### config.mk
export PLATFORM = sky130hd
export DESIGN_NAME = param_pattern_timer
export DESIGN_NICKNAME = d
export VERILOG_FILES = /design/src/rtl/param_pattern_timer.sv
export SDC_FILE = /design/constraint.sdc
export NUM_CORES = 1
export LEC_CHECK = 0
export CAP_MARGIN = 20
export CORE_UTILIZATION = 45
export DETAILED_ROUTE_END_ITERATION = 16
export GPL_TIMING_DRIVEN = 0
export PLACE_DENSITY = 0.64
export SYNTH_ARGS = -nofsm -noshare
export SYNTH_HDL_FRONTEND = slang
export SYNTH_SLANG_ARGS = --single-unit
### constraint.sdc
create_clock -name clk -period 2.3 [get_ports clk]
set_input_delay 0.46 -clock clk [delete_from_list [all_inputs] [get_ports clk]]
set_output_delay 0.46 -clock clk [all_outputs]
set_load 0.02 [all_outputs]
### src/rtl/param_pattern_timer.sv
// Serial start-pattern detector followed by a serially loaded delay timer.
// Once the pattern is found, DLY_W delay bits are shifted in and counted as (delay+1)*TICKS cycles.
module param_pattern_timer #(
  parameter int unsigned      PAT_W   = 4,
  parameter logic [PAT_W-1:0] PATTERN = 4'b1101,
  parameter int unsigned      DLY_W   = 4,
  parameter int unsigned      TICKS   = 1000
) (
  input  logic             clk,
  input  logic             reset,
  input  logic             data,
  input  logic             ack,
  input  logic             cancel,
  output logic             counting,
  output logic             done,
  output logic [DLY_W-1:0] remaining
);

  localparam int unsigned   TW        = (TICKS > 1) ? $clog2(TICKS) : 1;
  localparam int unsigned   BW        = (DLY_W > 1) ? $clog2(DLY_W) : 1;
  localparam logic [TW-1:0] TICK_LAST = TW'(TICKS - 1);
  localparam logic [BW-1:0] BIT_LAST  = BW'(DLY_W - 1);

  typedef enum logic [1:0] {StSearch, StShift, StCount, StDone} state_t;

  state_t           state;
  logic [PAT_W-1:0] hist;
  logic [DLY_W-1:0] dly;
  logic [BW-1:0]    bit_cnt;
  logic [TW-1:0]    tick;
  logic [DLY_W-1:0] units;
  logic [PAT_W-1:0] hist_next;
  logic [DLY_W-1:0] dly_next;

  // The comparison includes the bit being sampled on this edge.
  always_comb begin
    hist_next = PAT_W'({hist, data});
    dly_next  = DLY_W'({dly, data});
  end

  always_ff @(posedge clk or posedge reset) begin
    if (reset) begin
      state    <= StSearch;
      hist     <= '0;
      dly      <= '0;
      bit_cnt  <= '0;
      tick     <= '0;
      units    <= '0;
      counting <= 1'b0;
      done     <= 1'b0;
    end else begin
      unique case (state)
        StSearch: begin
          if (hist_next == PATTERN) begin
            state   <= StShift;
            hist    <= '0;
            dly     <= '0;
            bit_cnt <= '0;
          end else begin
            hist <= hist_next;
          end
        end
        StShift: begin
          if (cancel) begin
            state   <= StSearch;
            dly     <= '0;
            bit_cnt <= '0;
          end else if (bit_cnt == BIT_LAST) begin
            state    <= StCount;
            dly      <= dly_next;
            units    <= dly_next;
            tick     <= '0;
            counting <= 1'b1;
          end else begin
            dly     <= dly_next;
            bit_cnt <= bit_cnt + 1'b1;
          end
        end
        StCount: begin
          // Cancel outranks completion, even on the final cycle.
          if (cancel) begin
            state    <= StSearch;
            counting <= 1'b0;
            tick     <= '0;
            units    <= '0;
            dly      <= '0;
            bit_cnt  <= '0;
          end else if (tick == TICK_LAST) begin
            tick <= '0;
            if (units == '0) begin
              state    <= StDone;
              counting <= 1'b0;
              done     <= 1'b1;
            end else begin
              units <= units - 1'b1;
            end
          end else begin
            tick <= tick + 1'b1;
          end
        end
        StDone: begin
          if (ack) begin
            state <= StSearch;
            done  <= 1'b0;
            hist  <= '0;
          end
        end
        default: state <= StSearch;
      endcase
    end
  end

  // units is held at zero outside COUNT, so it drives remaining directly.
  assign remaining = units;

endmodule

==> impl_metrics.csv, run 1 <==
group,metric,value,unit
floorplan,boundaryPins,11,
clocking,clk_pin_slew,130,ps
worst_setup_path,end_kind,"register",
worst_setup_path,r2r_end,"tick[7]$_DFFE_PP0P_",
timing,tns,0,ps
routing,via_per_inst,5.75,
yosys,synthFlopType,"dfrtp_1",
timing,tightest_slew,554,ps
worst_setup_path,critical_path_class,"register to register",
floorplan,dieArea,3430,um2
power,power_density,895,nW/um2
yosys,synthesis.nets,162,
yosys,yosysTopAreaCellShare,0.451,
clocking,cts_root_buffer,"clkbuf_4",
yosys,synth.most_common_cell,"dfrtp_1",
global_route,grt_start_max_net_pins,27,
worst_setup_path,r2r-start,"bit_cnt[0]$_DFFE_PP0P_",
timing,skew,2.81,ps
hold_path,hold_class,"primary input to async pin",
timing,fin_ws,206,ps
power,power,1480,uW
floorplan,die_h,58.6,um
worst_setup_path,critPathLaunchType,"register",
worst_setup_path,cp.required,2500,ps
yosys,yosysUniqueCellTypes,42,
timing,slew_violations,0,
timing,rsz0062_at_grt,"no",
placed_design,pre_cts_ws,-510,ps
global_route,grt_first_pass_wirelength,5.16,mm
cells_and_area,instances_no_fill,211,
timing,hold_viol,0,
power,p_comb_frac,0.389,
yosys,synth-edff-count,0,
routing,drc,0,
timing,max_freq,0.478,GHz
yosys,avgSynthCellArea,9.42,um2
placed_design,place_congestion,0.838,
cells_and_area,diodes,0,
routing,vias,1214,
yosys,syn_inst,153,
timing,slew_headroom,0.630,
yosys,synthesis.area,1440,um2
yosys,yosysWarnings,0,
worst_setup_path,cp_max_fo,10,
yosys,synthTopCellsByArea,"dfrtp_1, o21ai_0, nor2_1, ha_1, nand2_1",
power,p_leak,0.000684,uW
power,p_clk_frac,0.127,
clocking,clockBufferDepth,2,
worst_setup_path,ff2ff_setup_slack,210,ps
timing,fin_crit_sh,0.911,
global_route,first_global_vias,1121,
worst_setup_path,reg2reg_depth,6,
routing,wl_per_cell,14.5,um
floorplan,core,3050,um2
clocking,cts_tree,"yes",
timing,whs,440,ps
cells_and_area,nNetsFinal,178,
floorplan,num_rows,20,
power,p_switching,565,uW
clocking,clk_latency,310,ps
yosys,ys_seq_area_frac,0.451,
yosys,async_reset_ff_frac,1.00,
timing,setup_viol,0,
global_route,grt_remaining_overflow,0,
run,cap_violations,0,
placed_design,dp_hpwl,2.19,mm
power,power.internal,914,uW
placed_design,place_inst,207,
power,seqPwrFrac,0.484,
power,ir_drop,0.417,mV
clocking,numCtsBuffers,3,
power,p_sw_frac,0.382,
cells_and_area,drive_gt1_frac,0.0719,
routing,ant_nets,0,
floorplan,die_w,58.6,um
global_route,grt_usage,0.198,
clocking,clock-sinks,26,
worst_setup_path,worstPathArrival,2290,ps
routing,drt_iter0_drc,61,
outcome,outcome,"completed",
cells_and_area,synthToLayoutAreaGrowth,14.6,%
yosys,post-synth-top-area-cell,"dfrtp_1",
routing,firstDrtPassIters,4,
yosys,synthTopCellsByCount,"dfrtp_1, nor2_1, o21ai_0",
placed_design,port_buffers,10,
clocking,htree_levels,1,
routing,wl,3.05,mm
yosys,ys_ff_latch,26,
floorplan,initial_core_util,0.472,
clocking,cts_hold_buf,0,
timing,fin_crit,2090,ps
global_route,antenna_found_initial,0,
state kept, by name, indices dropped and copies added, names as in the netlist:
name       flops
bit_cnt        2
counting       1
dly            3
done           1
hist           3
remaining      4
state          2
tick          10
routing by layer:
metal,part of all wire,vias up,global-route usage
met3,0.026,2,0.0198
met2,0.46,19,0.325
met5,0,-,0
li1,-,600,-
met4,0.0062,0,0.0510
met1,0.50,593,0.281
power groups by stage:
stage / Sequential, uW / Clock (uW) / Combinational [uW]
after floorplan: 726 / 0 / 380
after global placement: 713 / 0 / 550
after detailed placement: 724 / 0 / 566
after CTS: 713 / 202 / 572
after global routing: 737 / 217 / 645
final: 716 / 188 / 575
cell families after synthesis:
group                      Yosys count  share of synthesized area
xor gates and xnor gates             7                     0.0425
buffers and inverters               11                     0.0321
and+or+nand+nor                     62                      0.239
AOI/OAI and AO/OA                   42                      0.194
adders and majority gates            4                     0.0347
DFF                                 26                      0.451
muxes                                1                    0.00694
cells in the final DEF (no fill, tap or decap), types with 3 or more instances in the layout:
cell / instances
dfrtp_1: 26
nor2_1: 14
o21ai_0: 14
nand2_1: 13
clkdlybuf4s50_1: 10
a21oi_1: 5
inv_1: 5
o211ai_1: 5
xor2_1: 5
nand3_1: 5
nand4_1: 4
a22o_1: 4
ha_1: 4
clkbuf_1: 3
nand2b_1: 3
nor2b_1: 3
nor3_1: 3
a22oi_1: 3
clkbuf_4: 3
critical path, stage by stage (launching register included):
cell and delay [ps]:
dfrtp_1 390, ha_1 240, nor4bb_1 420, clkbuf_2 320, nor2_1 150, a21oi_2 360, nor2_1 100
how the worst max path moves through the flow:
stage | cells past startpoint | start | end | slack (ps)
after floorplan | 6 | bit_cnt[0]$_DFFE_PP0P_ | tick[2]$_DFFE_PP0P_ | 420
after global placement | 6 | cancel | tick[8]$_DFFE_PP0P_ | -440
after detailed placement | 6 | cancel | tick[7]$_DFFE_PP0P_ | -510
after CTS | 6 | bit_cnt[0]$_DFFE_PP0P_ | tick[7]$_DFFE_PP0P_ | 40
after global routing | 6 | bit_cnt[0]$_DFFE_PP0P_ | tick[7]$_DFFE_PP0P_ | 50
final | 6 | bit_cnt[0]$_DFFE_PP0P_ | tick[7]$_DFFE_PP0P_ | 210
layout make-up:
cell class | count | area, um2
plain buffers | 6 | 28.8
clock buffers | 3 | 22.5
fillers | 286 | 1400
inverters | 5 | 18.8
multi-input cells | 116 | 748
flip-flops and latches | 26 | 651
well taps | 44 | 55.1
repair buffers | 11 | 128
metrics by stage:
stage	utilization	area, um2
final	0.541	1650
after global routing	0.541	1650
after CTS	0.532	1620
after detailed placement	0.523	1600
after global placement	0.523	1600
after floorplan	-	1440
timing repair:
action | CTS | global route
gates cloned | 0 | 0
hold endpoints to repair | 0 | 0
gates resized for setup | 1 | 2
endpoints found under the setup margin | 8 | 9
setup buffers | 0 | 0
Note: power is estimated with default switching activity, not from simulation.
==> run 2, diff against run 1 <==
--- a/config.mk
+++ b/config.mk
@@ -10,6 +10,7 @@
 export DETAILED_ROUTE_END_ITERATION = 16
 export GPL_TIMING_DRIVEN = 0
 export PLACE_DENSITY = 0.64
+export REMOVE_ABC_BUFFERS = 1
 export SYNTH_ARGS = -nofsm -noshare
 export SYNTH_HDL_FRONTEND = slang
 export SYNTH_SLANG_ARGS = --single-unit
==> impl_metrics.csv, run 2 (synthesis gave the netlist of run 1 again) <==
group,metric,value,unit
global_route,antenna_found_initial,0,
worst_setup_path,cp_cell_sequence,"nor2b_2, nand2b_1, or4_1, nand4_1",
cells_and_area,synthToLayoutAreaGrowth,15.9,%
floorplan,dieArea,3430,um2
routing,via_per_inst,5.85,
routing,ant_nets,0,
power,p_leak,0.000687,uW
timing,rsz0062_at_grt,"no",
floorplan,die_h,58.6,um
clocking,clk_pin_slew,160,ps
worst_setup_path,critical_path_class,"register to register",
power,power,1610,uW
cells_and_area,drive_gt1_frac,0.0854,
global_route,grt_first_pass_wirelength,5.44,mm
routing,wl_per_cell,15.1,um
routing,vias,1217,
worst_setup_path,end_kind,"register",
worst_setup_path,cp.depth,4,
hold_path,hold_class,"primary input to async pin",
power,p_switching,586,uW
timing,tightest_slew,582,ps
global_route,grt_start_max_net_pins,27,
worst_setup_path,cp.required,2570,ps
global_route,grt_usage,0.210,
placed_design,dp_hpwl,2.23,mm
cells_and_area,nNetsFinal,174,
cells_and_area,final_cell_mix,"dfrtp_1, nor2_1, o21ai_0",
floorplan,die_w,58.6,um
placed_design,place_congestion,0.799,
clocking,htree_levels,1,
timing,slew_headroom,0.608,
timing,setup_viol,0,
worst_setup_path,cp.buffers_inverters,0,
timing,slew_violations,0,
routing,firstDrtPassIters,5,
cells_and_area,largest_register_ffs,10,
worst_setup_path,cp_max_fo,15,
clocking,clockBufferDepth,2,
routing,drc,0,
power,p_comb_frac,0.335,
floorplan,core,3050,um2
cells_and_area,top_register,"tick",
clocking,cts_tree,"yes",
outcome,outcome,"completed",
worst_setup_path,critPathLaunchType,"register",
routing,wl,3.14,mm
power,seqPwrFrac,0.464,
floorplan,initial_core_util,0.472,
power,power.internal,1030,uW
timing,max_freq,0.496,GHz
timing,fin_crit_sh,0.877,
power,ir_drop,0.466,mV
timing,hold_viol,0,
clocking,numCtsBuffers,3,
worst_setup_path,reg2reg_depth,4,
cells_and_area,diodes,0,
worst_setup_path,crit_slowest_cell,"dfrtp_1",
cells_and_area,mostFrequentLayoutCell,"dfrtp_1",
clocking,clock-sinks,26,
run,cap_violations,0,
cells_and_area,final_core_util,0.547,
clocking,clk_latency,330,ps
worst_setup_path,worstPathArrival,2290,ps
floorplan,boundaryPins,11,
power,power_density,964,nW/um2
routing,drt_iter0_drc,49,
timing,fin_crit,2020,ps
power,p_clk_frac,0.200,
placed_design,port_buffers,10,
worst_setup_path,slowest_delay,680,ps
global_route,grt_remaining_overflow,0,
global_route,first_global_vias,1116,
timing,skew,11.1,ps
floorplan,num_rows,20,
timing,tns,0,ps
clocking,cts_root_buffer,"clkbuf_4",
power,p_sw_frac,0.364,
worst_setup_path,critical-path-top-delay-family,"simple AND/OR/NAND/NOR gates",
[run 2: layout make-up]
class | instances | area, um2
clock inverter | 1 | 30.0
fill | 295 | 1380
clock buffer | 3 | 22.5
multi-input combinational | 116 | 766
sequential | 26 | 651
timing repair buffer | 13 | 128
tap | 44 | 55.1
inverter | 5 | 18.8
[run 2: through the flow]
stage,cell area (um2),hold WS [ps],instances,worst slack (ps)
after floorplan,1410,457,147,-5.30
after global placement,1570,480,201,-1270
after detailed placement,1580,490,202,-420
after CTS,1650,516,206,31.5
after global routing,1670,498,208,89.1
final,1670,439,208,283
[run 2: power groups by stage]
stage / combinational (uW) / sequential (uW) / clock (uW)
3_5_place_dp: 526 / 751 / 0
2_1_floorplan: 349 / 743 / 0
4_1_cts: 537 / 745 / 327
3_3_place_gp: 507 / 743 / 0
6_report: 540 / 748 / 323
5_1_grt: 599 / 772 / 345
[run 2: path summary, 6_finish.rpt]
check	start	end	slack (ps)
min in group clk	bit_cnt[0]$_DFFE_PP0P_	bit_cnt[0]$_DFFE_PP0P_	520
max in group asynchronous	reset	remaining[1]$_DFFE_PP0P_	1370
min	reset	tick[7]$_DFFE_PP0P_	440
max reg2reg	state[1]$_DFFE_PP0P_	remaining[3]$_DFFE_PP0P_	280
min reg2reg	bit_cnt[0]$_DFFE_PP0P_	bit_cnt[0]$_DFFE_PP0P_	520
max	state[1]$_DFFE_PP0P_	remaining[3]$_DFFE_PP0P_	280
[run 2: per-layer routing]
layer | part of all wire | global-route usage | vias up | wire (um)
met3 | 0.023 | 0.0198 | 5 | 71
met5 | 0 | 0 | - | 0
li1 | - | - | 589 | -
met4 | 0.014 | 0.0714 | 0 | 45
met1 | 0.49 | 0.300 | 599 | 1540
met2 | 0.47 | 0.335 | 24 | 1480
[run 2: timing repair]
action                                  CTS  global route
gates resized for setup                   2             1
endpoints found under the setup margin    8             6
endpoints found under the hold margin     0             0
buffers inserted                          0             1
pin swaps                                 0             1
hold buffers                              0             0
[run 2: worst reg2reg max path, cell delays in order (launching register included)]
cell and delay, ps:
dfrtp_1 680, nor2b_2 450, nand2b_1 210, or4_1 540
nand4_1 80
